**src/rtl/mem_arb_pkg.sv**
```systemverilog
// Shared types for the instruction/data memory arbiter.
// Holds the FSM state encoding, the grant encoding and the wait-counter width.
package mem_arb_pkg;

    localparam int CNT_W = 4;

    typedef enum logic [1:0] {
        IDLE,
        ACCESS,
        DONE
    } state_e;

    typedef enum logic [1:0] {
        GNT_NONE,
        GNT_FETCH,
        GNT_DATA
    } grant_e;

endpackage

```
**src/rtl/arb_wait_counter.sv**
```systemverilog
// Loadable down-counter that paces the memory wait states.
// It raises a zero flag once the last wait cycle is reached.
module arb_wait_counter
    import mem_arb_pkg::*;
(
    input  logic             clk,
    input  logic             rst,
    input  logic             load_i,
    input  logic [CNT_W-1:0] load_val_i,
    input  logic             dec_i,
    output logic             zero_o
);

    logic [CNT_W-1:0] count_q, count_d;

    // A load wins over a decrement; the count saturates at zero.
    always_comb begin
        count_d = count_q;
        if (load_i) begin
            count_d = load_val_i;
        end else if (dec_i && (count_q != '0)) begin
            count_d = count_q - 1'b1;
        end
    end

    always_ff @(posedge clk or posedge rst) begin
        if (rst) begin
            count_q <= '0;
        end else begin
            count_q <= count_d;
        end
    end

    assign zero_o = (count_q == '0);

endmodule

```
**src/rtl/mem_arbiter.sv**
```systemverilog
// Arbitrates one fixed-latency single-port memory between the fetch stage
// and the MEM stage; data accesses win, and each requester stalls until its ready pulse.
module mem_arbiter
    import mem_arb_pkg::*;
#(
    parameter int ADDR_W      = 32,
    parameter int DATA_W      = 32,
    parameter int WAIT_CYCLES = 4
) (
    input  logic              clk,
    input  logic              rst,
    input  logic              if_req,
    input  logic [ADDR_W-1:0] if_addr,
    output logic [DATA_W-1:0] if_rdata,
    output logic              if_ready,
    output logic              if_stall,
    input  logic              dm_rd_req,
    input  logic              dm_wr_req,
    input  logic [ADDR_W-1:0] dm_addr,
    input  logic [DATA_W-1:0] dm_wdata,
    output logic [DATA_W-1:0] dm_rdata,
    output logic              dm_ready,
    output logic              dm_stall,
    output logic              mem_en,
    output logic              mem_we,
    output logic [ADDR_W-1:0] mem_addr,
    output logic [DATA_W-1:0] mem_wdata,
    input  logic [DATA_W-1:0] mem_rdata
);

    localparam logic [CNT_W-1:0] CNT_LOAD = CNT_W'(WAIT_CYCLES - 1);

    state_e            state_q, state_d;
    grant_e            gnt_q, gnt_d;
    logic              mem_en_q, mem_en_d;
    logic              mem_we_q, mem_we_d;
    logic [ADDR_W-1:0] mem_addr_q, mem_addr_d;
    logic [DATA_W-1:0] mem_wdata_q, mem_wdata_d;
    logic [DATA_W-1:0] if_rdata_q, if_rdata_d;
    logic [DATA_W-1:0] dm_rdata_q, dm_rdata_d;
    logic              if_ready_q, if_ready_d;
    logic              dm_ready_q, dm_ready_d;
    logic              cnt_load, cnt_dec, cnt_zero;
    logic              dm_req;

    assign dm_req = dm_rd_req | dm_wr_req;

    arb_wait_counter u_wait_counter (
        .clk       (clk),
        .rst       (rst),
        .load_i    (cnt_load),
        .load_val_i(CNT_LOAD),
        .dec_i     (cnt_dec),
        .zero_o    (cnt_zero)
    );

    always_comb begin
        state_d     = state_q;
        gnt_d       = gnt_q;
        mem_en_d    = mem_en_q;
        mem_we_d    = mem_we_q;
        mem_addr_d  = mem_addr_q;
        mem_wdata_d = mem_wdata_q;
        if_rdata_d  = if_rdata_q;
        dm_rdata_d  = dm_rdata_q;
        if_ready_d  = 1'b0;
        dm_ready_d  = 1'b0;
        cnt_load    = 1'b0;
        cnt_dec     = 1'b0;

        case (state_q)
            IDLE: begin
                // Both data strobes at once is illegal and falls through as a write.
                if (dm_req) begin
                    gnt_d       = GNT_DATA;
                    mem_en_d    = 1'b1;
                    mem_we_d    = dm_wr_req;
                    mem_addr_d  = dm_addr;
                    mem_wdata_d = dm_wdata;
                    cnt_load    = 1'b1;
                    state_d     = ACCESS;
                end else if (if_req) begin
                    gnt_d      = GNT_FETCH;
                    mem_en_d   = 1'b1;
                    mem_we_d   = 1'b0;
                    mem_addr_d = if_addr;
                    cnt_load   = 1'b1;
                    state_d    = ACCESS;
                end else begin
                    mem_en_d = 1'b0;
                end
            end

            ACCESS: begin
                if (!cnt_zero) begin
                    cnt_dec = 1'b1;
                end else begin
                    if ((gnt_q == GNT_DATA) && !mem_we_q) begin
                        dm_rdata_d = mem_rdata;
                    end
                    if (gnt_q == GNT_FETCH) begin
                        if_rdata_d = mem_rdata;
                    end
                    if_ready_d = (gnt_q == GNT_FETCH);
                    dm_ready_d = (gnt_q == GNT_DATA);
                    mem_en_d   = 1'b0;
                    mem_we_d   = 1'b0;
                    state_d    = DONE;
                end
            end

            DONE: begin
                gnt_d   = GNT_NONE;
                state_d = IDLE;
            end

            default: begin
                gnt_d   = GNT_NONE;
                state_d = IDLE;
            end
        endcase
    end

    always_ff @(posedge clk or posedge rst) begin
        if (rst) begin
            state_q     <= IDLE;
            gnt_q       <= GNT_NONE;
            mem_en_q    <= 1'b0;
            mem_we_q    <= 1'b0;
            mem_addr_q  <= '0;
            mem_wdata_q <= '0;
            if_rdata_q  <= '0;
            dm_rdata_q  <= '0;
            if_ready_q  <= 1'b0;
            dm_ready_q  <= 1'b0;
        end else begin
            state_q     <= state_d;
            gnt_q       <= gnt_d;
            mem_en_q    <= mem_en_d;
            mem_we_q    <= mem_we_d;
            mem_addr_q  <= mem_addr_d;
            mem_wdata_q <= mem_wdata_d;
            if_rdata_q  <= if_rdata_d;
            dm_rdata_q  <= dm_rdata_d;
            if_ready_q  <= if_ready_d;
            dm_ready_q  <= dm_ready_d;
        end
    end

    assign mem_en    = mem_en_q;
    assign mem_we    = mem_we_q;
    assign mem_addr  = mem_addr_q;
    assign mem_wdata = mem_wdata_q;
    assign if_rdata  = if_rdata_q;
    assign dm_rdata  = dm_rdata_q;
    assign if_ready  = if_ready_q;
    assign dm_ready  = dm_ready_q;

    assign if_stall = if_req & ~if_ready_q;
    assign dm_stall = dm_req & ~dm_ready_q;

endmodule
```
**config.mk**
```make
export PLATFORM = sky130hd
export DESIGN_NAME = mem_arbiter
export DESIGN_NICKNAME = d
export VERILOG_FILES = /design/src/rtl/mem_arb_pkg.sv /design/src/rtl/arb_wait_counter.sv /design/src/rtl/mem_arbiter.sv
export SDC_FILE = /design/constraint.sdc
export NUM_CORES = 1
export LEC_CHECK = 0
export BUFFER_PORTS_ARGS = -buffer_cell sky130_fd_sc_hd__clkbuf_2
export CAP_MARGIN = 20
export CORE_ASPECT_RATIO = 1.75
export CORE_MARGIN = 2
export CORE_UTILIZATION = 50
export DETAILED_ROUTE_END_ITERATION = 16
export PLACE_DENSITY = 0.85
export SLEW_MARGIN = 10
export SYNTH_ARGS = -nofsm -noshare
export SYNTH_HDL_FRONTEND = slang
export SYNTH_SLANG_ARGS = --single-unit
```
**constraint.sdc**
```tcl
create_clock -name clk -period 8.7 [get_ports clk]
set_clock_uncertainty 0.05 [all_clocks]
set_input_delay 1.74 -clock clk [delete_from_list [all_inputs] [get_ports clk]]
set_output_delay 1.74 -clock clk [all_outputs]
set_load 0.03 [all_outputs]
```
# Yosys cells after proc, flatten, opt, wreduce, memory -nomap -nowiden
# Cells that the tools add are included.
dict set report op_classes {
  n_addsub 1
  mux 24
  n_bitwise 6
  n_eq_ne 5
  n_reduce_logical 17
}
# op count
set ops {}
lappend ops {{two-way mux 32 bit} 2}
lappend ops {{two-way mux 1 bit} 12}
lappend ops {{AND reduction 2 bit} 5}
lappend ops {{AND reduction 3 bit} 3}
lappend ops {{two-way mux 2 bit} 4}
lappend ops {{two-way mux 4 bit} 2}
lappend ops {{one-hot mux 2 bit (2 select lines)} 2}
lappend ops {{nonzero test 2 bit} 3}
lappend ops {{equality test 2 x 1 -> 1 bit (second input constant)} 2}
lappend ops {{zero test 4 bit} 1}
lappend ops {{one-hot mux 1 bit (2 select lines)} 2}
lappend ops {{nonzero test 4 bit} 1}
lappend ops {{subtractor 4 x 1 -> 4 bit (second input constant)} 1}
lappend ops {{!= test 3 bit (second input constant)} 1}
lappend ops {{NOT 1 bit} 3}
lappend ops {{AND 1 bit} 2}
lappend ops {{equality test 2 bit (second input constant)} 1}
lappend ops {{logical AND 1 bit} 2}
lappend ops {{zero test 2 bit} 1}
lappend ops {{!= test 2 bit (second input constant)} 1}
lappend ops {{zero test 1 bit} 1}
lappend ops {{bitwise OR 1 bit} 1}
dict set report word_totals {
  wordCells 64
  ff_bits 140
  inputBits 133
  out_inout_bits 134
}

# Depth between registers and ports, before layout
dict set report logic_depth {
  word_depth 6
  ltp_mapped 6
  ltp_nobuf 5
}

# By module
# From an unflattened synthesis, not the netlist that was laid out.
dict set report unflattened {
  cells_unflattened 368
  area_unflattened_um2 5888.1
}
# mod instances area_per_inst_um2 cells_each
set by_module_without_submodules {}
lappend by_module_without_submodules {mem_arbiter 1 5626.6 340}
lappend by_module_without_submodules {arb_wait_counter 1 261.5 28}

# Worst setup path after synthesis
# Ideal clock, no wire load.
dict set report synth_timing {
  path_type {in2out}
  start {in dm_wr_req}
  end {out dm_stall}
  stages 3
  n_path_buf 1
  arrival_ns 2.389
  path_slack_ns 4.521
  required_ns 6.910
  path_cell_list {nor2_2 buf_2 nor2_1}
}
dict set report synth_via {
  elab_chain_len 2
}
# item line
set synth_lines {}
lappend synth_lines {{start, declared} mem_arbiter.sv:18} ;# input logic dm_wr_req,
lappend synth_lines {{bitwise OR 1 bit} mem_arbiter.sv:46} ;# assign dm_req = dm_rd_req | dm_wr_req;
lappend synth_lines {{AND 1 bit} mem_arbiter.sv:160} ;# assign dm_stall = dm_req & ~dm_ready_q;
lappend synth_lines {{end, declared} mem_arbiter.sv:23} ;# output logic dm_stall,
# Every way passes these cells.

# Worst setup path in the final report
dict set report layout_timing {
  start {in if_req}
  end {out if_stall}
}
dict set report layout_via {
  elab_chain_len 1
}
# item line
set layout_lines {}
lappend layout_lines {{start, declared} mem_arbiter.sv:12} ;# input logic if_req,
lappend layout_lines {{AND 1 bit} mem_arbiter.sv:159} ;# assign if_stall = if_req & ~if_ready_q;
lappend layout_lines {{end, declared} mem_arbiter.sv:16} ;# output logic if_stall,
# Every way passes these cells.

==> reports/metrics.csv <==
stage;metric;value;unit
floorplan;initial_utilization;51.2;%
synth;yosysTopAreaCell;dfrtp_1;
synth;synth_nets;502;
synth;synth-simple-area-share;2.86;%
floorplan;io_pins;267;
floorplan;die_h;146;um
floorplan;coreArea;11200;um^2
critical_path;path_cells;clkbuf_2 > nor2b_1 > clkbuf_2;
critical_path;arrival;2.18;ns
routing;via_count;4045;
synth;syn_area_per_cell;15.6;um^2
sta;drv_slew;0;
synth;synth_mux_area_share;31.5;%
routing;via_per_inst;5.14;
routing;ant_nets;0;
run;drv_cap;0;
critical_path;endpoint_kind;output pin;
routing;wl_per_cell;16.9;um
global_routing;antenna_found_initial;0;
cts;cts_buffers;17;
cts;cts.repair.resized;0;
synth;synth_edf_count;0;
synth;syn_inst;367;
sta;timing.final.crit_share;45.7;%
routing;drcViolationCount;0;
synth;synth_top_area_share;61.2;%
cts;holdBufCountCts;0;
synth;synth_top_family_by_area;multiplexers;
cts;root_buffer;clkbuf_16;
critical_path;crit_top_cell;clkbuf_2;
global_routing;grt_pass1_wl;21300;um
final_layout;diodes;0;
synth;yosys_warnings;0;
floorplan;die_w;84.9;um
global_routing;overflow;0;
cts;cts.sinks;140;
synth;synth_compound_area_share;1.62;%
critical_path;critPathMaxFanout;4;
floorplan;fp-row-count;51;
synth;synth_cell_type_count;32;
critical_path;cp-start-kind;primary input;
routing;wirelength;13300;um
placed_design;placedInstanceArea;7160;um^2
cts;clock_path_buffers;2;
final_layout;final_layout_size_suffix_gt1_share;67.2;%
status;status;complete, no violations;
global_routing;grt_pass1_vias;4496;
critical_path;crit_path_max_incr_delay;0.21;ns
cts;clock_latency;0.40;ns
sta;final-setup-viol-count;0;
sta;maxSlewHeadroom;43.7;%
critical_path;slowest_stage;clkbuf_2;
placed_design;gp_congestion;0.780;
final_layout;post-route-cell-area;7750;um^2
global_routing;grt_use_total;22.1;%
routing;drtIter0Drc;90;
hold_path;hold_path_class;flip-flop to flip-flop;
sta;rsz0062_at_grt;false;
final_layout;area_growth;35.5;%
sta;hold_viol_final;0;
placed_design;portBuffers;266;
sta;max_clock_freq;252;MHz
final_layout;fillers;788;
power_and_ir_drop;p_leak;0.00386;uW
power_and_ir_drop;powerDensity;440;nW/um^2
sta;tightestPinTransition;0.843;ns
synth;synthFlopType;dfrtp_1;
cts;post_cts_buffers;0;
placed_design;place_hpwl;10100;um
final_layout;num-nets-final;777;
routing;firstDrtPassIters;4;
synth;synth_area_leaders;dfrtp_1, mux2_2, mux2_1, buf_2, buf_6;
power_and_ir_drop;ir_worst_vdd;0.000263;V
critical_path;critical_path_class;primary input to output pin;
sta;fin_crit;3.97;ns
synth;synthAdderAreaFrac;0.437;%
cts;path_clk_slew;0.06;ns
critical_path;crit_required;6.91;ns
synth;ys_async_sr_fraction;100;%
critical_path;worst-path-buf-inv;2;
floorplan;die_area;12400;um^2
synth;synth_area;5720;um^2
global_routing;grt_max_degree;87;
synth;synth_seq_cells;140;
synth;synth_top_cells_by_count;dfrtp_1, mux2_2, mux2_1;
synth;yosysMostFrequentCell;dfrtp_1;
cts;cts_tree;yes;
critical_path;path_delay_family;buffers and inverters;
synth;yosysSeqAreaShare;61.2;%
synth;synth_xor_area_share;0;%
cts;h-tree-depth;4;
sta;fin_tns_setup;0;ns
## sequential cells by signal (all words and copies together), names as in the netlist
name	cells
if_rdata	32
mem_wdata	32
dm_rdata	32
mem_addr	32
state_q	2
if_ready	1
gnt_q	2
dm_ready	1
mem_en	1
mem_we	1
u_wait_counter.count_q	4
## area by class of cell
class	instances	area [um^2]	area share, %
flip-flops and latches	140	3500	45.2
multi-input cells	203	2080	26.9
well taps	132	165	2.13
clock buffers	20	457	5.89
repair buffers	272	1400	18.0
inverters	8	35.0	0.452
clock inverters	12	115	1.48
## metal layers
layer | GRT usage, % | share of wire (%)
met4 | 10.4 | 3.7
met3 | 6.64 | 6.2
met1 | 20.9 | 32
met5 | 0 | 0
met2 | 42.0 | 58
## path summary, 6_finish.rpt
kind                       cells past startpoint                  endpoint  slack, ns                                   from
setup / recovery                               3                  if_stall       4.73                                 if_req
hold / removal                                 1  if_rdata[14]$_DFFE_PP0P_       0.44               if_rdata[14]$_DFFE_PP0P_
setup reg to reg                               5  dm_rdata[29]$_DFFE_PP0P_       6.09  u_wait_counter.count_q[0]$_DFFE_PP0P_
hold reg to reg                                1  if_rdata[14]$_DFFE_PP0P_       0.44               if_rdata[14]$_DFFE_PP0P_
max in group asynchronous                      4   mem_addr[5]$_DFFE_PP0P_       6.20                                    rst
min in group asynchronous                      2  dm_rdata[23]$_DFFE_PP0P_       1.32                                    rst
## placed cells by master (no fill, tap or decap), drive strengths merged
master	n
clkbuf	286
mux2	160
dfrtp	140
inv	10
nor2	6
buf	6
clkinv	6
o21ai	5
nand2	4
a21oi	4
nor3	3
clkinvlp	3
nor2b	2
ha	2
nor3b	2
nand3	2
and2b	1
o22ai	1
nand4	1
or2	1
o21a	1
nand2b	1
o41ai	1
and2	1
a31o	1
or3b	1
o22a	1
o211ai	1
or4	1
bufinv	1
## worst register-to-register path, cell delays in order, from the launching register on
cell and delay [ns]:
dfrtp_1 0.41, inv_1 0.13, ha_1 0.21, nor3b_4 0.35, nand3_2 0.72, mux2_1 0.61
## stage by stage
step | total power, uW | instances | util [%] | setup WS, ns | hold slack [ns]
5_1_grt | 3580 | 787 | 69.4 | 4.70 | 0.468
3_5_place_dp | 2750 | 754 | 64.1 | 4.73 | 0.430
4_1_cts | 3440 | 786 | 69.2 | 4.73 | 0.443
3_3_place_gp | 2680 | 754 | 64.1 | 4.74 | 0.424
2_1_floorplan | 2260 | 367 | - | 3.16 | 0.418
6_report | 3410 | 787 | 69.4 | 4.73 | 0.436
## logic make-up after synthesis
logic type | count (synthesis)
flops | 140
buf+inv | 24
simple gates | 26
fa+ha+maj | 2
compound gates | 15
mux | 160
## report_power, final
part	switching [uW]	internal (uW)	leakage, uW
combinational	1010	547	0.00194
sequential	185	983	0.00165
clock	273	411	0.000273
total	1470	1940	0.00386
Power figures use the tool's default switching activity.
